**config.mk**
```make
export PLATFORM = sky130hd
export DESIGN_NAME = disp_msg_ctrl_flat
export DESIGN_NICKNAME = d
export VERILOG_FILES = /design/src/rtl/disp_msg_ctrl_if.sv /design/src/rtl/disp_msg_ctrl.sv /design/src/flat_wrapper.sv
export SDC_FILE = /design/constraint.sdc
export NUM_CORES = 1
export LEC_CHECK = 0
export CAP_MARGIN = 40
export CORE_MARGIN = 8
export CORE_UTILIZATION = 50
export CTS_CLUSTER_SIZE = 10
export DETAILED_ROUTE_END_ITERATION = 6
export PLACE_DENSITY = 0.85
export SLEW_MARGIN = 20
export SYNTH_ARGS = -nofsm -noshare
export SYNTH_HDL_FRONTEND = slang
export SYNTH_SLANG_ARGS = --single-unit
```
**constraint.sdc**
```tcl
create_clock -name clk -period 3.5 [get_ports clk]
set_input_delay 0.875 -clock clk [delete_from_list [all_inputs] [get_ports clk]]
set_output_delay 0.875 -clock clk [all_outputs]
set_load 0.01 [all_outputs]
```
**src/rtl/disp_msg_ctrl_if.sv**
```systemverilog
// Signal bundle between the display message controller and its input devices / VGA top.
// slave is the controller side, master is the side driving device events.
interface disp_msg_ctrl_if;
  logic        dev_ok;
  logic        dev_err;
  logic        key_valid;
  logic [3:0]  key_digit;
  logic        key_enter;
  logic        rot_step;
  logic        rot_dir;
  logic        rot_press;
  logic        result_valid;
  logic [48:0] q_val;
  logic [48:0] i_val;
  logic        welcome_trig;
  logic [5:0]  print_line;
  logic [23:0] data_temp_disp;
  logic [48:0] q_val_op;
  logic [48:0] i_val_op;
  logic [23:0] key_val;
  logic [8:0]  angle_val;
  logic        calc_start;

  modport slave (
    input  dev_ok, dev_err, key_valid, key_digit, key_enter, rot_step, rot_dir, rot_press,
           result_valid, q_val, i_val,
    output welcome_trig, print_line, data_temp_disp, q_val_op, i_val_op, key_val, angle_val,
           calc_start
  );

  modport master (
    output dev_ok, dev_err, key_valid, key_digit, key_enter, rot_step, rot_dir, rot_press,
           result_valid, q_val, i_val,
    input  welcome_trig, print_line, data_temp_disp, q_val_op, i_val_op, key_val, angle_val,
           calc_start
  );
endinterface

```
**src/rtl/disp_msg_ctrl.sv**
```systemverilog
// Display message controller: sequences welcome, keypad entry, rotary angle entry, CORDIC
// calculation and result/error screens, with all outputs registered.
module disp_msg_ctrl #(
  parameter int unsigned WELCOME_CYC = 50000000,
  parameter int unsigned KEEP_CYC    = 100000000
) (
  input logic            clk,
  input logic            reset,
  disp_msg_ctrl_if.slave bus
);

  typedef enum logic [2:0] {
    StWelcome, StWaitDev, StKey, StRot, StCalc, StResult, StErr
  } state_e;

  state_e      state_q, state_d;
  logic [31:0] cnt_q, cnt_d;
  logic [2:0]  dcnt_q, dcnt_d;
  logic [23:0] disp_q, disp_d;
  logic [23:0] key_val_q, key_val_d;
  logic [8:0]  angle_q, angle_d;
  logic [48:0] q_op_q, q_op_d;
  logic [48:0] i_op_q, i_op_d;
  logic        calc_start_q, calc_start_d;
  logic        welcome_trig_q, welcome_trig_d;
  logic [5:0]  print_line_q, print_line_d;
  logic [8:0]  ang_cur, ang_next;

  // Angle wraps within 0..359 in both directions.
  always_comb begin
    ang_cur = disp_q[8:0];
    if (bus.rot_dir) begin
      ang_next = (ang_cur == 9'd359) ? 9'd0 : ang_cur + 9'd1;
    end else begin
      ang_next = (ang_cur == 9'd0) ? 9'd359 : ang_cur - 9'd1;
    end
  end

  always_comb begin
    state_d      = state_q;
    cnt_d        = cnt_q;
    dcnt_d       = dcnt_q;
    disp_d       = disp_q;
    key_val_d    = key_val_q;
    angle_d      = angle_q;
    q_op_d       = q_op_q;
    i_op_d       = i_op_q;
    calc_start_d = 1'b0;

    unique case (state_q)
      StWelcome: begin
        cnt_d = cnt_q + 32'd1;
        if (cnt_q == WELCOME_CYC - 1) state_d = StWaitDev;
      end
      StErr: begin
        cnt_d = cnt_q + 32'd1;
        if (cnt_q == KEEP_CYC - 1) state_d = StWaitDev;
      end
      default: begin
        if (bus.dev_err) begin
          state_d = StErr;
        end else if (!bus.dev_ok) begin
          state_d = StWaitDev;
        end else begin
          case (state_q)
            StWaitDev: begin
              state_d = StKey;
              disp_d  = '0;
              dcnt_d  = '0;
            end
            StKey: begin
              // Enter wins over a simultaneous digit.
              if (bus.key_enter && (dcnt_q != 3'd0)) begin
                key_val_d = disp_q;
                disp_d    = '0;
                state_d   = StRot;
              end else if (bus.key_valid) begin
                if (bus.key_digit > 4'd9) begin
                  state_d = StErr;
                end else if (dcnt_q < 3'd6) begin
                  disp_d = {disp_q[19:0], bus.key_digit};
                  dcnt_d = dcnt_q + 3'd1;
                end
              end
            end
            StRot: begin
              if (bus.rot_press) begin
                angle_d      = disp_q[8:0];
                calc_start_d = 1'b1;
                state_d      = StCalc;
              end else if (bus.rot_step) begin
                disp_d = {15'd0, ang_next};
              end
            end
            StCalc: begin
              if (bus.result_valid) begin
                q_op_d  = bus.q_val;
                i_op_d  = bus.i_val;
                state_d = StResult;
              end
            end
            StResult: begin
              cnt_d = cnt_q + 32'd1;
              if (cnt_q == KEEP_CYC - 1) begin
                state_d = StKey;
                disp_d  = '0;
                dcnt_d  = '0;
              end
            end
            default: ;
          endcase
        end
      end
    endcase

    if (state_d != state_q) cnt_d = '0;
  end

  // Screen selects are decoded from the next state so they register alongside it.
  always_comb begin
    print_line_d   = 6'b000000;
    welcome_trig_d = (state_d == StWelcome);
    unique case (state_d)
      StKey:         print_line_d = 6'b000101;
      StRot, StCalc: print_line_d = 6'b001001;
      StResult:      print_line_d = 6'b110001;
      StErr:         print_line_d = 6'b100010;
      default:       ;
    endcase
  end

  always_ff @(posedge clk or negedge reset) begin
    if (!reset) begin
      state_q        <= StWelcome;
      cnt_q          <= '0;
      dcnt_q         <= '0;
      disp_q         <= '0;
      key_val_q      <= '0;
      angle_q        <= '0;
      q_op_q         <= '0;
      i_op_q         <= '0;
      calc_start_q   <= 1'b0;
      welcome_trig_q <= 1'b1;
      print_line_q   <= '0;
    end else begin
      state_q        <= state_d;
      cnt_q          <= cnt_d;
      dcnt_q         <= dcnt_d;
      disp_q         <= disp_d;
      key_val_q      <= key_val_d;
      angle_q        <= angle_d;
      q_op_q         <= q_op_d;
      i_op_q         <= i_op_d;
      calc_start_q   <= calc_start_d;
      welcome_trig_q <= welcome_trig_d;
      print_line_q   <= print_line_d;
    end
  end

  assign bus.welcome_trig   = welcome_trig_q;
  assign bus.print_line     = print_line_q;
  assign bus.data_temp_disp = disp_q;
  assign bus.q_val_op       = q_op_q;
  assign bus.i_val_op       = i_op_q;
  assign bus.key_val        = key_val_q;
  assign bus.angle_val      = angle_q;
  assign bus.calc_start     = calc_start_q;

endmodule

```
**src/flat_wrapper.sv**
```systemverilog
// flat-port wrapper written by rule: the top's interface ports become plain ports
module disp_msg_ctrl_flat 
#(
  parameter int unsigned WELCOME_CYC = 50000000,
  parameter int unsigned KEEP_CYC    = 100000000
)
  (clk, reset, bus_dev_ok, bus_dev_err, bus_key_valid, bus_key_digit, bus_key_enter, bus_rot_step, bus_rot_dir, bus_rot_press, bus_result_valid, bus_q_val, bus_i_val, bus_welcome_trig, bus_print_line, bus_data_temp_disp, bus_q_val_op, bus_i_val_op, bus_key_val, bus_angle_val, bus_calc_start);
  disp_msg_ctrl_if bus_i ();
  input logic clk;
  input logic reset;
  input wire logic [$bits(bus_i.dev_ok)-1:0] bus_dev_ok;
  input wire logic [$bits(bus_i.dev_err)-1:0] bus_dev_err;
  input wire logic [$bits(bus_i.key_valid)-1:0] bus_key_valid;
  input wire logic [$bits(bus_i.key_digit)-1:0] bus_key_digit;
  input wire logic [$bits(bus_i.key_enter)-1:0] bus_key_enter;
  input wire logic [$bits(bus_i.rot_step)-1:0] bus_rot_step;
  input wire logic [$bits(bus_i.rot_dir)-1:0] bus_rot_dir;
  input wire logic [$bits(bus_i.rot_press)-1:0] bus_rot_press;
  input wire logic [$bits(bus_i.result_valid)-1:0] bus_result_valid;
  input wire logic [$bits(bus_i.q_val)-1:0] bus_q_val;
  input wire logic [$bits(bus_i.i_val)-1:0] bus_i_val;
  output wire logic [$bits(bus_i.welcome_trig)-1:0] bus_welcome_trig;
  output wire logic [$bits(bus_i.print_line)-1:0] bus_print_line;
  output wire logic [$bits(bus_i.data_temp_disp)-1:0] bus_data_temp_disp;
  output wire logic [$bits(bus_i.q_val_op)-1:0] bus_q_val_op;
  output wire logic [$bits(bus_i.i_val_op)-1:0] bus_i_val_op;
  output wire logic [$bits(bus_i.key_val)-1:0] bus_key_val;
  output wire logic [$bits(bus_i.angle_val)-1:0] bus_angle_val;
  output wire logic [$bits(bus_i.calc_start)-1:0] bus_calc_start;
  assign bus_i.dev_ok = bus_dev_ok;
  assign bus_i.dev_err = bus_dev_err;
  assign bus_i.key_valid = bus_key_valid;
  assign bus_i.key_digit = bus_key_digit;
  assign bus_i.key_enter = bus_key_enter;
  assign bus_i.rot_step = bus_rot_step;
  assign bus_i.rot_dir = bus_rot_dir;
  assign bus_i.rot_press = bus_rot_press;
  assign bus_i.result_valid = bus_result_valid;
  assign bus_i.q_val = bus_q_val;
  assign bus_i.i_val = bus_i_val;
  assign bus_welcome_trig = bus_i.welcome_trig;
  assign bus_print_line = bus_i.print_line;
  assign bus_data_temp_disp = bus_i.data_temp_disp;
  assign bus_q_val_op = bus_i.q_val_op;
  assign bus_i_val_op = bus_i.i_val_op;
  assign bus_key_val = bus_i.key_val;
  assign bus_angle_val = bus_i.angle_val;
  assign bus_calc_start = bus_i.calc_start;
  disp_msg_ctrl #(.WELCOME_CYC(WELCOME_CYC), .KEEP_CYC(KEEP_CYC)) u_core (.clk(clk), .reset(reset), .bus(bus_i));
endmodule
```
# Yosys cells after proc, flatten, opt, wreduce, memory -nomap -nowiden
# Cells that the tools add are included.
# totals
ff_bits	201
latchBits	0
ram_bits	0
mem_bits_ro	0
input_bits	112
output_inout_bits	163
word_cells	102
n_memories	0
# classes
n_addsub	4
multipliers	0
n_div	0
n_lt_le_gt_ge	2
n_eq_ne	26
n_shift	0
muxes	40
n_bitwise	2
n_reduce_logical	17
# ops
op	count
24-bit two-way mux	7
32-bit two-way mux	5
24-bit case mux with 4 select lines	1
3-bit two-way mux	15
32-bit by 1-bit adder with 32-bit output (second input constant)	1
32-bit by 26-bit == test with 1-bit output (second input constant)	1
32-bit by 27-bit == test with 1-bit output (second input constant)	1
9-bit two-way mux	3
6-bit case mux with 4 select lines	1
3-bit == test (second input constant)	6
3-bit case mux with 5 select lines	1
5-bit AND reduction	3
3-bit by 2-bit == test with 1-bit output (second input constant)	4
3-bit nonzero test	4
2-bit != test (second input constant)	5
10-bit AND reduction	1
9-bit by 1-bit adder with 9-bit output (second input constant)	1
9-bit == test (second input constant)	1
9-bit zero test	1
3-bit by 2-bit != test with 1-bit output (second input constant)	3
3-bit case mux with 3 select lines	1
9-bit AND reduction	1
9-bit by 1-bit subtractor with 9-bit output (second input constant)	1
3-bit zero test	2
other kinds (14)	21

# Longest topological paths before layout
# Gate-level depths: netlist (run 1).
# depth
word_depth	11
ltp_mapped	10
ltp_nobuf	9

# Worst setup path after synthesis (run 1)
# Ideal clock, no wire load.
# synth_timing
kind	in2reg
startpoint	input bus_dev_err
endpoint	register u_core.cnt_q[28]
setup_time_ns	0.086
t_arrival_ns	2.513
required_ns	3.414
slack_ns	0.901
cell_stages	9
path_buffers	2
cell_sequence	buf_2 nor4bb_1 o31a_1 buf_4 or4b_4 nor2b_2 nand2_1 xor2_1 nor3_1
# synth_via
elab_chain_len	5
word_cells_on_any_way	8
cone_classes	eq/ne: 2; mux: 3; reduce/logical: 3
# synth_rtl
element	line	source
start: declaration	flat_wrapper.sv:12	input wire logic [$bits(bus_i.dev_err)-1:0] bus_dev_err;
3-bit two-way mux	disp_msg_ctrl.sv:60	if (bus.dev_err) begin
3-bit case mux with 2 select lines	disp_msg_ctrl.sv:50	unique case (state_q)
3-bit != test	disp_msg_ctrl.sv:116	if (state_d != state_q) cnt_d = '0;
3-bit by 2-bit != test with 1-bit output (no line) / 3-bit nonzero test (equally long branches)	--	
3-bit AND reduction (no line)	--	
end signal: assignment	disp_msg_ctrl.sv:147	cnt_q <= cnt_d;
end: declaration	disp_msg_ctrl.sv:17	logic [31:0] cnt_q, cnt_d;
# Several ways; a longest one is shown, not always the timed one.
# A chain may end at the register's enable or synchronous reset.

# Worst setup path in the final report (run 1)
# layout_timing
startpoint	register u_core.disp_q[5], in the netlist u_core.bus.data_temp_disp[5]
endpoint	output bus_data_temp_disp[5]
# layout_lines
element	line	source
start: declaration	disp_msg_ctrl.sv:19	logic [23:0] disp_q, disp_d;
start signal: assignment	disp_msg_ctrl.sv:149	disp_q <= disp_d;
end: declaration	flat_wrapper.sv:24	output wire logic [$bits(bus_i.data_temp_disp)-1:0] bus_data_temp_disp;
# No word-level cell between the ends.

==> results of run 1 <==
-- kinds of logic (layout without fill, tap and decap cells) --
family	count (synthesis)	in the layout
simple gates	225	225
flops	201	201
mux	130	130
compound gates	98	98
buf+inv	55	341
xor+xnor	35	35
fa+ha+maj	5	5
-- through the flow --
stage	utilization (%)	area, sq um
6_report	71.2	12600
5_1_grt	71.2	12600
4_1_cts	71.2	12600
3_5_place_dp	67.3	11900
3_3_place_gp	67.3	11900
2_1_floorplan	-	8910
-- cell usage after synthesis, drive strengths merged (3+ instances only) --
| master | n |
|---|---|
| o31ai | 3 |
| o21ai | 33 |
| nand4 | 12 |
| nor2 | 29 |
| xnor2 | 14 |
| nor2b | 8 |
| xor2 | 21 |
| buf | 16 |
| and3 | 11 |
| clkbuf | 25 |
| mux2 | 127 |
| dfrtp | 200 |
| a21oi | 18 |
| a221oi | 5 |
| ha | 5 |
| nor3 | 40 |
| nand2 | 76 |
| nand2b | 9 |
| mux2i | 3 |
| o22ai | 6 |
| nand3 | 16 |
| inv | 14 |
| a31oi | 3 |
| and4 | 5 |
| nor4b | 3 |
| a211oi | 8 |
| o211ai | 3 |
-- layout make-up --
type | count | area [sq um]
inverter | 14 | 52.6
clock inverter | 1 | 30.0
multi-input combinational | 493 | 3650
tap | 229 | 287
fill | 1205 | 5100
sequential | 201 | 5030
clock buffer | 36 | 667
timing repair buffer | 290 | 2900
-- layout by cell type (no fill, tap or decap), drive strengths merged, types with 11 or more instances in the layout --
cell             n
clkdlybuf4s50  273
mux2           127
nand3           16
clkbuf          37
and3            11
dfrtp          200
buf             16
nand4           12
o21ai           33
nor3            40
nand2           76
inv             14
nor2            29
xor2            21
xnor2           14
a21oi           18
-- per-layer routing --
metal / vias to the layer above / global-route usage (%) / share of wire (%)
met5: - / 0 / 0
met4: 0 / 5.00 / 2.0
met3: 44 / 5.59 / 9.1
met2: 326 / 38.2 / 50
met1: 3450 / 26.5 / 39
li1: 3207 / - / -
-- worst paths after layout --
check | startpoint | end | slack, ns
setup / recovery | u_core.bus.data_temp_disp[5] | bus_data_temp_disp[5] | 0.81
hold / removal | reset | u_core.bus.key_val[2] | 0.41
setup reg to reg | u_core.bus.data_temp_disp[0] | u_core.bus.data_temp_disp[0] | 0.92
hold reg to reg | u_core.bus.key_val[1] | u_core.bus.key_val[1] | 0.49
max in group asynchronous | reset | u_core.bus.q_val_op[37] | 2.28
min in group clk | u_core.bus.key_val[1] | u_core.bus.key_val[1] | 0.49
-- power by group through the flow --
stage	registers [uW]	clock network, uW	logic [uW]
global placement	3510	0	3680
global route	3620	2400	4020
detailed placement	3560	0	3760
CTS	3530	2300	3790
finish	3530	2250	3750
floorplan	3710	0	1590
-- flip-flops by register name (all words and copies together), names as in the netlist, 3 cells and up --
name and count:
u_core.bus.i_val_op 49, u_core.bus.q_val_op 49, u_core.cnt_q 32, u_core.bus.data_temp_disp 24, u_core.bus.key_val 24, u_core.bus.angle_val 9, u_core.bus.print_line 6, u_core.dcnt_q 3
u_core.state_q 3
==> summary.txt, run 1 <==
Clock network
  • Clock Latency Late Sink: around 0.5 ns
  • Clk slew on worst S/H paths: ~0.060 ns
  • Clock Tree Buf Depth: 3
  • CTS root buf: clkbuf_16
  • Count of cells resized by post-cts repair: 0
  • Htree depth: 1
  • CTS buffer count: 24
  • Post-CTS Setup Inserts: 0
  • CTS tree: done
  • Clock sinks: ~200
  • Hold-fix buffers at CTS: 0

Routing
  • DRC violations left: 0
  • Post-Route WL: 25.1 mm
  • Iteration-0 DRC Markers: approximately 570
  • Routed len/inst: just under 20 microns
  • First drt pass iteration count: 7
  • Number of routed nets with antenna violations: 0
  • Vias post-DR: ~7000
  • Via density: approximately 5.6

Synthesis
  • Multiplexer area fraction after synthesis: 16.4%
  • Mapped cell area: ~8900 sq um
  • Sequential-to-total area share from yosys stat: 56.5%
  • Yosys cell types: 67
  • EDFF count, synth: 0
  • Gate Count Post-Synth: roughly 750
  • Post-synthesis adder-cell area fraction: less than 1%
  • Synthesized area per cell: approximately 12 sq um
  • Synth Area in Compound Gates: ~7%
  • Synth Flop Type: dfrtp_1
  • Yosys top cell area share: a little under three fifths
  • Largest cells by area after synthesis: dfrtp_1 56%, mux2_2 16%, nand2_1 3.2%
  • Synth area leader: dfrtp_1
  • Syn nets: around 870
  • Simple-gate area share of the yosys netlist: a little over an eighth
  • Seq cells post-synth: 201
  • Synth Area in XOR/XNOR: about 3.5%
  • Largest family of logic cells by synthesized area: multiplexers
  • Yosys warns: 0
  • Async SR Flop Fraction: 100%

Placement
  • Number of I/O port buffers: approximately 270
  • Post-DP HPWL: between 15 and 20 mm
  • Cells after DPL: roughly 1200
  • DP Worst Slack: 0.456 ns
  • Placer Congestion: roughly 0.9

Timing
  • Fin. max-slew vios: 0
  • Slew headroom: between 50% and 60%
  • Final Hold Viols: 0
  • Fmax achieved: around 0.37 GHz
  • Fin worst setup slack: between 0.8 and 0.9 ns
  • Setup_tns: 0 ns
  • Clock Skews: around 0.0060 ns
  • # setup viols final: 0
  • Final Cycle Share: approximately three quarters
  • Final hold slack: ~0.41 ns
  • Period minus WS final: ~2.7 ns
  • Actual slew at the worst max-slew pin: about 0.74 ns
  • RSZ-0062 raised after global routing: no

Worst hold path
  • HP Class: input pin to asynchronous set/reset pin

Power and ir drop
  • Switching fraction of total power: about 33%
  • Sw power: 3120 uW
  • Leak: between 0.005 and 0.006 uW
  • Total Power: ~9500 uW
  • Register share of total power: 37.0%
  • Combinational cell fraction of total power: about two fifths
  • Part of the power in the clock network: a little under a quarter
  • Peak supply drop: roughly 580 uV
  • Internal: between 6000 and 7000 uW
  • Pwr per Cell Area: about 760 nW/um^2

Worst setup path
  • Crit-path slowest cell: clkdlybuf4s50_1
  • CP Depth: 1
  • CP peak stage delay: ~0.67 ns
  • Worst setup path class: register to output pin
  • Critical Path Fanout Max: 15
  • Crit end category: output pin
  • Buffer and inverter count on the worst path: 1
  • R2R depth: 8
  • Critical-path cell list: clkdlybuf4s50_1
  • Required @ worst endpoint: 2.62 ns
  • Largest delay share family, worst path: buffers and inverters
  • Worst EP arrival: roughly 1.8 ns
  • CP startpoint kind: register

Global route
  • Largest net degree at the start of global routing: 92
  • Initial antenna violation count: 0
  • All-layer global routing usage: a little over a fifth
  • Vias in the first global route: approximately 7200
  • GR Overflow Total: 0
  • First-pass GRT wire length: just under 40 mm

Layout
  • Antenna cell count: 0
  • Non-filler cells in the finished layout: roughly 1300
  • Fin nets: ~1100
  • Share of layout cells above drive strength 1: between 10% and 20%
  • Area Overhead vs Synth: 41.6%

Floorplanning
  • Initial Utilization: roughly 50%
  • Core footprint: 17700 sq um
  • I/O pin count: 275
  • Die width: around 150 microns
  • Die Ht: roughly 150 microns
  • Full die area: ~22000 sq um
  • Num rows: 49

Run status
  • Status: finished clean

Run
  • Max-Cap Viols: 0
(Power assumes the default switching activity.)
==> inputs of run 2 (changes only) <==
CORE_UTILIZATION = 47   (was 50)
PLACE_DENSITY = 0.8   (was 0.85)
clock period = 2.6 ns   (was 3.5 ns; I/O delays follow)
==> run 2 against run 1 <==
Die area increased by 5.7%. Non-clock buffer count rose by 23. Wire length is 1.5% higher. Utilization is 2.4 points lower. Worst setup slack worse by 0.67 ns. Register-to-register slack got worse by 0.68 ns. Cell count increased by 2.1%. Combinational power is 45% higher. Hold slack got worse by 0.31 ns. Clock skew increased by 0.0036 ns. First-iteration DRC count decreased by 51%. Flip-flop and latch count did not move.
==> summary.txt, run 2 (synthesized netlist as in run 1, its figures left out) <==
Floorplanning
  • Die width: 154 microns
  • Die Ht: approximately 150 microns
  • Full die area: ~24000 sq um
  • I/O pin count: around 280
  • Initial Utilization: a little under half
  • Num rows: 50
  • Core footprint: around 19000 sq um

Power and ir drop
  • Register share of total power: between 30% and 40%
  • Part of the power in the clock network: a little under a quarter
  • Combinational cell fraction of total power: 41.9%
  • Leak: around 0.0057 uW
  • Internal: 8750 uW
  • Peak supply drop: ~820 uV
  • Pwr per Cell Area: ~1000 nW/um^2
  • Switching fraction of total power: 32.8%
  • Sw power: 4280 uW

Routing
  • Iteration-0 DRC Markers: around 280
  • Via density: 5.46
  • Post-Route WL: around 25 mm
  • Number of routed nets with antenna violations: 0
  • First drt pass iteration count: 5
  • Routed len/inst: ~20 microns
  • Vias post-DR: roughly 7000
  • DRC violations left: 0

Layout
  • Multi-input gate area: 3650 sq um
  • Area Overhead vs Synth: 44.1%
  • Commonest cells after routing, fill and taps aside: 273 x clkdlybuf4s50_1, 200 x dfrtp_1, 127 x mux2_2
  • Final Instance Area: roughly 13000 sq um
  • Most common cell after layout, fill and taps aside: clkdlybuf4s50_1
  • Share of layout cells above drive strength 1: 20.0%
  • Reg area: just over 5000 sq um
  • Fin nets: ~1200
  • Antenna cell count: 0
  • Non-filler cells in the finished layout: about 1300
  • Fillers: between 1000 and 1500

Worst setup path
  • CP startpoint kind: register
  • Largest delay share family, worst path: flip-flops
  • Required @ worst endpoint: 1.95 ns
  • CP peak stage delay: about 0.65 ns
  • Critical-path cell list: clkdlybuf4s50_1
  • Worst EP arrival: around 1.8 ns
  • Crit-path slowest cell: dfrtp_1
  • Critical Path Fanout Max: 15
  • Worst setup path class: register to output pin
  • Crit end category: output pin
  • Buffer and inverter count on the worst path: 1

Global route
  • Largest net degree at the start of global routing: slightly below 100
  • GR Overflow Total: 0
  • Initial antenna violation count: 0
  • First-pass GRT wire length: 41.0 mm
  • All-layer global routing usage: between 20% and 30%
  • Vias in the first global route: approximately 7500

Clock network
  • Clock Tree Buf Depth: 3
  • Count of cells resized by post-cts repair: 0
  • Clk slew on worst S/H paths: approximately 0.05 ns
  • CTS buffer count: 24
  • CTS tree: done
  • Post-CTS Setup Inserts: 0
  • CTS root buf: clkbuf_16
  • Clock sinks: 201
  • Hold-fix buffers at CTS: 0
  • Clock Latency Late Sink: 0.51 ns
  • Htree depth: 1

Placement
  • Area after DPL: roughly 12000 sq um
  • Cells after DPL: approximately 1300
  • Number of I/O port buffers: 274
  • Placer Congestion: ~0.86
  • Post-DP HPWL: 18.5 mm
  • DP Worst Slack: -0.229 ns

Run status
  • Status: finished clean

Timing
  • Clock Skews: a little under 0.01 ns
  • Period minus WS final: 2.46 ns
  • Fin worst setup slack: between 0.1 and 0.15 ns
  • Actual slew at the worst max-slew pin: 0.609 ns
  • Fin. max-slew vios: 0
  • Setup_tns: 0 ns
  • # setup viols final: 0
  • Final hold slack: just over 0.1 ns
  • Final Cycle Share: 94.5%
  • Fmax achieved: about 0.4 GHz
  • Slew headroom: 59.4%
  • RSZ-0062 raised after global routing: no
  • Final Hold Viols: 0

Run
  • Max-Cap Viols: 0

Worst hold path
  • HP Class: input pin to asynchronous set/reset pin
-- run 2: stage by stage --
step	total power, uW	utilization (%)
after global placement	10000	65.2
after CTS	13200	68.9
final	13000	68.9
after global routing	13700	68.9
after detailed placement	10100	65.2
after floorplan	7130	-
-- run 2: worst paths after layout --
| path | startpoint | endpoint | slack, ns | depth (start not counted) |
|---|---|---|---|---|
| setup / recovery | u_core.bus.data_temp_disp[5] | bus_data_temp_disp[5] | 0.14 | 1 |
| hold / removal | reset | u_core.bus.angle_val[4] | 0.10 | 1 |
| setup reg to reg | u_core.bus.data_temp_disp[1] | u_core.bus.data_temp_disp[0] | 0.24 | 8 |
| hold reg to reg | u_core.bus.key_val[1] | u_core.bus.key_val[1] | 0.49 | 2 |
| max in group asynchronous | reset | u_core.bus.i_val_op[7] | 1.73 | 2 |
| min in group clk | u_core.bus.key_val[1] | u_core.bus.key_val[1] | 0.49 | 2 |
-- run 2: per-layer routing --
layer | part of all wire (%) | global-route usage, %
met5 | 0 | 0
met4 | 1.8 | 4.81
met3 | 9.0 | 6.75
met2 | 50 | 37.0
met1 | 39 | 25.1
-- run 2: area by class of cell --
cell class	instances	area share, %
timing repair buffer	313	24.5
inverter	14	0.409
clock buffer	33	5.10
multi-input combinational	493	28.4
clock inverter	2	0.166
sequential	201	39.2
tap	234	2.28
-- run 2: power groups by stage --
stage	logic, uW	clock network, uW	registers [uW]
2_1_floorplan	2140	0	4990
3_3_place_gp	5390	0	4610
3_5_place_dp	5480	0	4660
4_1_cts	5520	3030	4630
5_1_grt	5850	3160	4730
6_report	5450	2950	4620
==> inputs of run 3 (changes only) <==
--- a/config.mk
+++ b/config.mk
@@ -7,2 +7,3 @@
 export LEC_CHECK = 0
+export ABC_AREA = 1
 export CAP_MARGIN = 40
==> constraint.sdc (replaced) <==
create_clock -name clk -period 2.6 [get_ports clk]
set_input_delay 0.52 -clock clk [delete_from_list [all_inputs] [get_ports clk]]
set_output_delay 0.52 -clock clk [all_outputs]
set_load 0.01 [all_outputs]
==> run 3 against run 2 <==
Wire length fell by 1.6%. Utilization fell by 1.5 points. Synthesized cell count rose by 18%. Synthesized area rose by 1.8%. Hold slack got worse by 0.097 ns. First-iteration DRC count rose by 61%. Sequential power rose by 3%. Critical path depth rose by 16. Cell count rose by 13%. Sequential share of layout area fell by 0.29 points. Register-to-register slack improved by 0.09 ns. Final area rose by 0.75%. Critical path type is now register to register.
==> summary.txt, run 3 <==
Routing
  • Routed len/inst: between 15 and 20 microns
  • First drt pass iteration count: 5
  • DRC violations left: 0
  • Iteration-0 DRC Markers: approximately 450
  • Via density: approximately 5.1
  • Vias post-DR: about 7400
  • Number of routed nets with antenna violations: 0
  • Post-Route WL: around 25 mm

Worst setup path
  • Worst R2R Start: u_core.cnt_q[0]
  • Worst setup path class: register to register
  • Largest delay share family, worst path: simple AND/OR/NAND/NOR gates
  • Crit end category: register
  • Worst EP arrival: approximately 2.6 ns
  • Worst setup path startpoint: u_core.cnt_q[0]
  • CP startpoint kind: register
  • Critical-path cell list: ha_1 -> nand2_1 -> nor2_1 -> nand2_1 -> nor2_1 -> nand2_1 -> nand2_1 -> nand2_1 -> nand2_1 -> nand2_1 -> nand2_1 -> nand2_1 -> nand2_1 -> nor2_2 -> nand2_2 -> buf_12 -> nor2_1
  • Cell mode on critical path: nand2_1
  • Required @ worst endpoint: around 3 ns
  • Critical Path Fanout Max: 32
  • CP peak stage delay: about 0.38 ns
  • Crit-path slowest cell: dfrtp_1
  • Buffer and inverter count on the worst path: 1

Global route
  • Initial antenna violation count: 2
  • All-layer global routing usage: 20.2%
  • GR Overflow Total: 0
  • Largest net degree at the start of global routing: 63
  • Vias in the first global route: roughly 7600
  • First-pass GRT wire length: between 30 and 40 mm

Timing
  • Actual slew at the worst max-slew pin: 0.532 ns
  • Fin. max-slew vios: 0
  • Final Hold Viols: 0
  • Period minus WS final: around 2.3 ns
  • Setup_tns: 0 ns
  • # setup viols final: 0
  • Fmax achieved: approximately 0.44 GHz
  • RSZ-0062 raised after global routing: no
  • Clock Skews: ~0.011 ns
  • Final Cycle Share: 87.1%
  • Slew headroom: 64.3%

Clock network
  • Post-CTS Setup Inserts: 0
  • CTS root buf: clkbuf_16
  • Clock Tree Buf Depth: 3
  • Clk slew on worst S/H paths: roughly 0.060 ns
  • CTS tree: done
  • Hold-fix buffers at CTS: 0
  • CTS buffer count: 24
  • Htree depth: 1
  • Count of cells resized by post-cts repair: 0
  • Clock sinks: around 200
  • Clock Latency Late Sink: 0.50 ns

Worst hold path
  • HP Class: input pin to asynchronous set/reset pin

Synthesis
  • Syn nets: about 1000
  • Seq cells post-synth: 201
  • Largest cells by area after synthesis: dfrtp_1 55%, mux2_2 9.7%, nand2_1 6.4%
  • Sequential-to-total area share from yosys stat: between 50% and 60%
  • Synthesized area per cell: between 10 and 15 sq um
  • Yosys top cell area share: between 50% and 60%
  • Yosys warns: 0
  • Async SR Flop Fraction: between 90% and 100%
  • Yosys cell types: 37
  • Count leader, synth: dfrtp_1
  • EDFF count, synth: 0
  • Synth Flop Type: dfrtp_1
  • Gate Count Post-Synth: around 890
  • Synth area leader: dfrtp_1
  • Mapped cell area: 9070 sq um
  • Top cells by count, synth: 200 x dfrtp_1, 155 x nand2_1, 78 x mux2_2, 77 x o21ai_0, 74 x inv_1

Layout
  • Fin nets: ~1300
  • Most common cell after layout, fill and taps aside: clkdlybuf4s50_1
  • Fillers: roughly 1400
  • Share of layout cells above drive strength 1: between 10% and 20%
  • Commonest cells after routing, fill and taps aside: 273 x clkdlybuf4s50_1, 200 x dfrtp_1, 155 x nand2_1
  • Area Overhead vs Synth: 42.6%
  • Final Util: between 60% and 70%

Placement
  • Placer Congestion: just over 0.9
  • Number of I/O port buffers: roughly 270
  • Post-DP HPWL: approximately 19 mm

Floorplanning
  • Full die area: between 20000 and 25000 sq um
  • Initial Utilization: between 40 and 50%
  • Core footprint: slightly below 20000 sq um
  • Die width: roughly 150 microns
  • Num rows: just over 50
  • I/O pin count: approximately 280
  • Die Ht: about 150 microns

Run
  • Max-Cap Viols: 0

Power and ir drop
  • Pwr per Cell Area: approximately 1000 nW/um^2
  • Peak supply drop: 584 uV
  • Leak: between 0.005 and 0.006 uW

Run status
  • Status: finished clean
==> run 3: cell types whose count changed after synthesis, moves of 9 or more <==
| cell | change |
|---|---|
| a21oi_1 | -9 |
| and3_1 | -11 |
| clkbuf_1 | -17 |
| inv_1 | +60 |
| mux2_2 | -49 |
| mux2_4 | +20 |
| nand2_1 | +79 |
| nand2b_1 | -9 |
| nand3_1 | +28 |
| nor2_1 | +41 |
| nor2_2 | +23 |
| nor3_1 | -23 |
| o21ai_0 | +44 |
| xnor2_1 | -9 |
==> run 3: report_power, final <==
part / switching [uW] / internal (uW) / total (uW)
Sequential: 665 / 4090 / 4750
Combinational: 2410 / 2720 / 5130
Clock: 1200 / 1820 / 3020
Total: 4270 / 8620 / 12900
==> run 3: worst reg2reg max path, stage by stage (launching register included) <==
cell	delay, ns
dfrtp_1	0.38
ha_1	0.18
nand2_1	0.05
nor2_1	0.16
nand2_1	0.16
nor2_1	0.13
nand2_1	0.08
nand2_1	0.15
nand2_1	0.07
nand2_1	0.05
nand2_1	0.07
nand2_1	0.13
nand2_1	0.07
nand2_1	0.07
nor2_2	0.04
nand2_2	0.07
buf_12	0.21
nor2_1	0.08
==> run 3: cell type report <==
type	instances	area [sq um]	area share, %
Sequential cell	201	5030	38.9
Multi-Input combinational cell	573	3560	27.5
Timing Repair Buffer	292	2990	23.1
Clock buffer	36	697	5.39
Tap cell	265	332	2.56
Inverter	84	315	2.44
Antenna cell	2	5.00	0.0387
==> run 3: per-layer routing <==
layer	global-route usage [%]	vias to the layer above	part of all wire (%)
met1	24.6	3586	39
met2	34.5	282	50
met3	5.96	52	8.6
met4	5.60	0	2.6
li1	-	3492	-
met5	0	-	0
==> run 3: stage by stage <==
stage                     setup slack (ns)  hold slack (ns)  cells  power (uW)  area [sq um]
final                                0.335          0.00577   1453       12900         12900
after global placement               0.156            0.464   1415        9810         12200
after detailed placement             0.139            0.473   1415        9940         12200
after global routing                0.0613           0.0456   1453       13600         12900
after floorplan                      0.688            0.224    887        7150          9070
after CTS                            0.339           0.0102   1451       13000         12900
==> run 3: logic make-up (layout without fill, tap and decap cells) <==
kind of cell | count (synthesis) | after routing | synth area share, %
DFF | 201 | 201 | 55.5
muxes | 99 | 99 | 13.1
other | 0 | 2 | 0
and+or+nand+nor | 339 | 339 | 16.6
AOI/OAI and AO/OA | 98 | 98 | 5.71
buffers and inverters | 113 | 412 | 5.36
xor gates and xnor gates | 32 | 32 | 3.09
adders and majority gates | 5 | 5 | 0.690
==> run 3: final timing paths <==
check	cells past startpoint	endpoint	slack, ns
setup / recovery	17	u_core.cnt_q[18]	0.33
hold / removal	1	u_core.cnt_q[1]	0.006
setup reg to reg	17	u_core.cnt_q[18]	0.33
hold reg to reg	2	u_core.bus.key_val[21]	0.48
max in group asynchronous	2	u_core.cnt_q[30]	1.82
min in group clk	2	u_core.bus.key_val[21]	0.48
==> variant 1, RTL diff (flow settings as in run 2) <==
`key_val_q` no longer has a reset.
--- a/src/rtl/disp_msg_ctrl.sv
+++ b/src/rtl/disp_msg_ctrl.sv
@@ -136,5 +136,4 @@
       dcnt_q         <= '0;
       disp_q         <= '0;
-      key_val_q      <= '0;
       angle_q        <= '0;
       q_op_q         <= '0;
@@ -148,5 +147,4 @@
       dcnt_q         <= dcnt_d;
       disp_q         <= disp_d;
-      key_val_q      <= key_val_d;
       angle_q        <= angle_d;
       q_op_q         <= q_op_d;
@@ -156,4 +154,8 @@
       print_line_q   <= print_line_d;
     end
+  end
+
+  always_ff @(posedge clk) begin
+    key_val_q <= key_val_d;
   end
 
Formal check against the unedited RTL: same outputs for any inputs over 10 cycles, from zero or initial values and one cycle with reset low; that may be too few to reach the edited logic, so the function may still have changed.
==> variant 1 against run 2 <==
- first-iteration DRC count rose by 56%
- hold slack got worse by 0.018 ns
- power rose by 0.48%
- final area rose by 5.0%
- routed wire length rose by 4.2%
- area after synthesis rose by 3.3%
- largest power group unchanged
- worst setup slack got worse by 0.068 ns
- sequential cell count did not move
- sequential share of layout area fell by 0.95 points
- via count rose by 1.1%
==> variant 1: results (changes against run 2) <==
Outcome
  – Outcome: finished, final reports clean (unchanged)

Routing
  – First DRT Iteration DRCs: 431 (was 277)
  – Total number of vias: 7,115 (was 7,041)
  – Wire per inst: 19.8 um (was 19.7 um)
  – Detailed Route WL: 26,500 um (was 25,500 um)
  – Pre-antenna DRT Iters: 7 (was 5)

Worst setup path
  – Worst flop-to-flop path startpoint: u_core.state_q[2] (was u_core.bus.data_temp_disp[1])
  – WS Path Type: in2reg (was reg2out)
  – CP arrival: 2.91 ns (was 1.81 ns)
  – Flop2flop setup slack: 0.10 ns (was 0.24 ns)
  – Setup crit end: u_core.cnt_q[24] (was bus_data_temp_disp[5])
  – Worst-path fanout max: 12 (was 15)
  – CP startpoint: bus_dev_ok (was u_core.bus.data_temp_disp[5])

Power
  – Max IR drop VDD: 691 uV (was 821 uV)
  – Lkg Pwr: 5.60 nW (was 5.67 nW)
  – Power, Total: 13.1 mW (was 13.0 mW)
  – Seq. pwr: 4.37 mW (was 4.62 mW)

Placement
  – Hpwl dp: 19,900 um (was 18,500 um)
  – DP Cell Count: 1,299 (was 1,255)
  – Post-place setup slack: -0.393 ns (was -0.229 ns)

CTS
  – Post-CTS Resized: 2 (was 0)

Logic synthesis
  – Synth cell types: 81 (was 67)
  – Seq/Total Area, Yosys: 56.0% (was 56.5%)
  – Ys async rst share: 88.1% (was 100%)
  – Top post-synthesis cells by area: dfrtp_1 (48%), mux2_2 (13%), edfxtp_1 (7.8%) (was dfrtp_1 (56%), mux2_2 (16%), nand2_1 (3.2%))
  – Post-synth EDFFs: 24 (was 0)
  – Avg Synthesized Cell Area: 12.5 sq um (was 11.9 sq um)

STA
  – Hold slack: 0.0847 ns (was 0.103 ns)
  – Clock Skew: 0.0207 ns (was 0.00966 ns)
  – Relative slew slack: 60.1% (was 59.4%)
  – Final period util: 97.1% (was 94.5%)

Final layout
  – Non-clock buffer share: 25.5% (was 24.5%)
  – Sequential Area: 5150 sq um (was 5030 sq um)
  – # fillers: 1,352 (was 1,425)
  – ClkCell Share: 5.06% (was 5.26%)
  – Nets: 1,178 (was 1,164)
  – Count of plain and timing-repair buffers: 342 (was 313)
  – Fin area: 13,500 sq um (was 12,800 sq um)
  – Multi-input gates: 477 (was 493)

GRT
  – Total Routing Usage GR: 21.3% (was 21.2%)
  – Vias in the first global route: 7,352 (was 7,538)
## variant 1: cell count changes in the layout (fill, tap and decap cells not counted), moves of 19 or more
cell and change:
buf_4 +22, dfrtp_1 -26, edfxtp_1 +24, mux2_2 -19
nor3_1 -22, nor4_2 +32
## variant 1: cell families after synthesis
kind of cell	after synthesis	share of synthesized area, %
XOR/XNOR	32	3.04
buffers and inverters	60	3.18
AO/OA/AOI/OAI	102	8.32
AND/OR/NAND/NOR	229	15.5
adder cells (fa/ha/maj)	5	0.680
flip-flops	201	56.0
multiplexers	109	13.3
## variant 1: worst max-delay path, cell delays in order
cell	delay [ns]
clkdlybuf4s50_1	0.43
buf_4	0.17
o221a_4	0.25
or3_1	0.32
a2bb2o_4	0.21
a221o_4	0.42
buf_12	0.18
nor4_2	0.27
## variant 1: routing by layer
| metal | wire, um | global-route usage (%) |
|---|---|---|
| met5 | 0 | 0 |
| met4 | 599 | 5.27 |
| met3 | 2080 | 4.04 |
| met2 | 13500 | 37.7 |
| met1 | 10300 | 26.1 |
==> variant 2, RTL diff (config.mk and constraints of run 2) <==
Without the edit above. `WELCOME_CYC` is set to 50000000 in 2 places; all go to 33554432.
--- a/src/rtl/disp_msg_ctrl.sv
+++ b/src/rtl/disp_msg_ctrl.sv
@@ -2,5 +2,5 @@
 // calculation and result/error screens, with all outputs registered.
 module disp_msg_ctrl #(
-  parameter int unsigned WELCOME_CYC = 50000000,
+  parameter int unsigned WELCOME_CYC = 33554432,
   parameter int unsigned KEEP_CYC    = 100000000
 ) (
--- a/src/flat_wrapper.sv
+++ b/src/flat_wrapper.sv
@@ -2,5 +2,5 @@
 module disp_msg_ctrl_flat 
 #(
-  parameter int unsigned WELCOME_CYC = 50000000,
+  parameter int unsigned WELCOME_CYC = 33554432,
   parameter int unsigned KEEP_CYC    = 100000000
 )
Formal check against the unedited RTL: same outputs for any inputs over 10 cycles, from zero or initial values and one cycle with reset low; that may be too few to reach the edited logic, so the function may still have changed.
==> variant 2 against run 2 <==
- routed wire length rose by 1.9%
- combinational power is 5.0% higher
- clock skew increased by 0.015 ns
- worst setup slack got worse by 0.014 ns
- final cell count up 5.9%
- non-clock buffer count is 36 higher
- final area rose by 4.3%
- area after synthesis rose by 2.4%
- power grew 2.5%
- sequential cell count did not move
==> variant 2: results (changes against run 2) <==
Logic synthesis
  – Syn Nets: 886 (was 866)
  – Avg Synthesized Cell Area: 11.9 sq um (about the same)
  – Top post-synthesis cells by area: dfrtp_1 (55%), mux2_2 (16%), nor3_1 (2.9%) (was dfrtp_1 (56%), mux2_2 (16%), nand2_1 (3.2%))
  – Ys async rst share: 100% (unchanged)
  – Synth cell types: 76 (was 67)
  – Main flop type after synthesis: dfrtp_1 (unchanged)
  – Synth warnings: 0 (unchanged)
  – Seq/Total Area, Yosys: 55.1% (was 56.5%)
  – Top cells by count, synth: dfrtp_1 (200), mux2_2 (133), nand2_1 (66) (was dfrtp_1 (200), mux2_2 (127), nand2_1 (76))

GRT
  – Global-route wire length before repair: 41,000 um (about the same)
  – Largest net degree at the start of global routing: 56 (was 99)
  – Initial antenna violation count: 0 (unchanged)
  – Vias in the first global route: 7,640 (was 7,538)
  – Total Routing Usage GR: 21.0% (was 21.2%)

Placement
  – DP Cell Count: 1,337 (was 1,255)
  – Hpwl dp: 19,300 um (was 18,500 um)
  – Number of buffers added on ports: 274 (unchanged)
  – Gpl congestion: 0.886 (was 0.862)
  – Post-place setup slack: -0.358 ns (was -0.229 ns)
  – Placed Area: 12,700 sq um (was 12,200 sq um)

Worst setup path
  – Worst-path fanout max: 22 (was 15)
  – CP arrival: 2.90 ns (was 1.81 ns)
  – CP peak stage delay: 0.42 ns (was 0.65 ns)
  – Crit-path slowest cell: dfrtp_1 (unchanged)
  – Top cell family by delay on the critical path: simple AND/OR/NAND/NOR gates (was flip-flops)

CTS
  – Clock Path Buffers: 3 (unchanged)
  – Post-CTS Resized: 0 (unchanged)
  – CTS buffer count: 24 (unchanged)
  – Clock transition at path regs: 0.06 ns
  – Depth of the CTS H-tree: 1 (unchanged)
  – Number of setup buffers added after CTS: 0 (unchanged)
  – Clock latency on the worst-skew pair: ~0.52 ns
  – CTS root buf: clkbuf_16 (unchanged)

Outcome
  – Outcome: finished, final reports clean (unchanged)

Routing
  – Vias per cell: 5.32 (was 5.46)
  – Wire per inst: 19.0 um (was 19.7 um)
  – Detailed Route WL: 25,900 um (was 25,500 um)
  – Pre-antenna DRT Iters: 5 (unchanged)
  – First DRT Iteration DRCs: 309 (was 277)

Power
  – Lkg Pwr: 5.68 nW (was 5.67 nW)
  – Max IR drop VDD: 654 uV (was 821 uV)

Min path
  – Hold Crit Class: in2async (unchanged)

Final layout
  – Nets: 1,215 (was 1,164)
  – Share of cells above drive strength 1: 24.8% (was 20.0%)
  – # diodes: 0 (unchanged)

STA
  – Relative slew slack: 58.0% (was 59.4%)
  – Clock Skew: 0.0246 ns (was 0.00966 ns)
## variant 2: cell count changes after synthesis, moves of 6 or more
cell | before | now
and3_1 | 11 | 5
mux2_2 | 127 | 133
nand2_1 | 76 | 66
nand3_1 | 16 | 22
nor3_1 | 38 | 53
xnor2_1 | 13 | 24
xor2_1 | 21 | 10
## variant 2: per-layer routing
metal  up-vias  GRT usage (%)  part of all wire, %
met3        37           5.27                  7.9
met1      3582           24.3                   38
met4         0           4.76                  2.1
met2       265           38.2                   52
met5         -              0                    0
li1       3379              -                    -
## variant 2: worst paths after layout
kind / endpoint / slack [ns] / cells past startpoint / startpoint
worst max-delay path: u_core.cnt_q[18] / 0.13 / 9 / u_core.cnt_q[0]
worst min-delay path: u_core.bus.data_temp_disp[6] / 0.11 / 1 / reset
worst max register to register: u_core.cnt_q[18] / 0.13 / 9 / u_core.cnt_q[0]
worst min register to register: u_core.bus.i_val_op[5] / 0.50 / 1 / u_core.bus.i_val_op[5]
max in group asynchronous: u_core.bus.welcome_trig / 1.79 / 2 / reset
min in group clk: u_core.bus.i_val_op[5] / 0.50 / 1 / u_core.bus.i_val_op[5]
## variant 2: cell type report
type	count	area, sq um
flip-flops and latches	201	5030
inverters	18	67.6
repair buffers	349	3470
clock buffers	27	632
clock inverters	2	46.3
fillers	1420	5880
multi-input cells	504	3810
well taps	265	332
## variant 2: metrics by stage
step	util [%]	hold WS (ns)	setup TNS, ns
6_report	69.5	0.106	0
4_1_cts	69.5	0.113	0
3_3_place_gp	65.9	0.485	-14.16
3_5_place_dp	65.9	0.492	-16.26
5_1_grt	69.5	0.132	0
2_1_floorplan	-	0.354	0
## variant 2: report_power, final
part	internal (mW)	switching, mW	total (mW)
clock network	1.79	1.18	2.98
registers	4.09	0.576	4.66
logic	3.19	2.53	5.72
## variant 2: cell families (layout without fill, tap and decap cells)
logic type                 after synthesis  count (layout)  synth area share [%]
xor gates and xnor gates                34              34                  3.26
DFF                                    201             201                  55.1
AOI/OAI and AO/OA                       97              97                  7.57
muxes                                  136             136                  16.7
and+or+nand+nor                        232             232                  13.2
adders and majority gates                5               5                 0.686
buffers and inverters                   64             396                  3.36
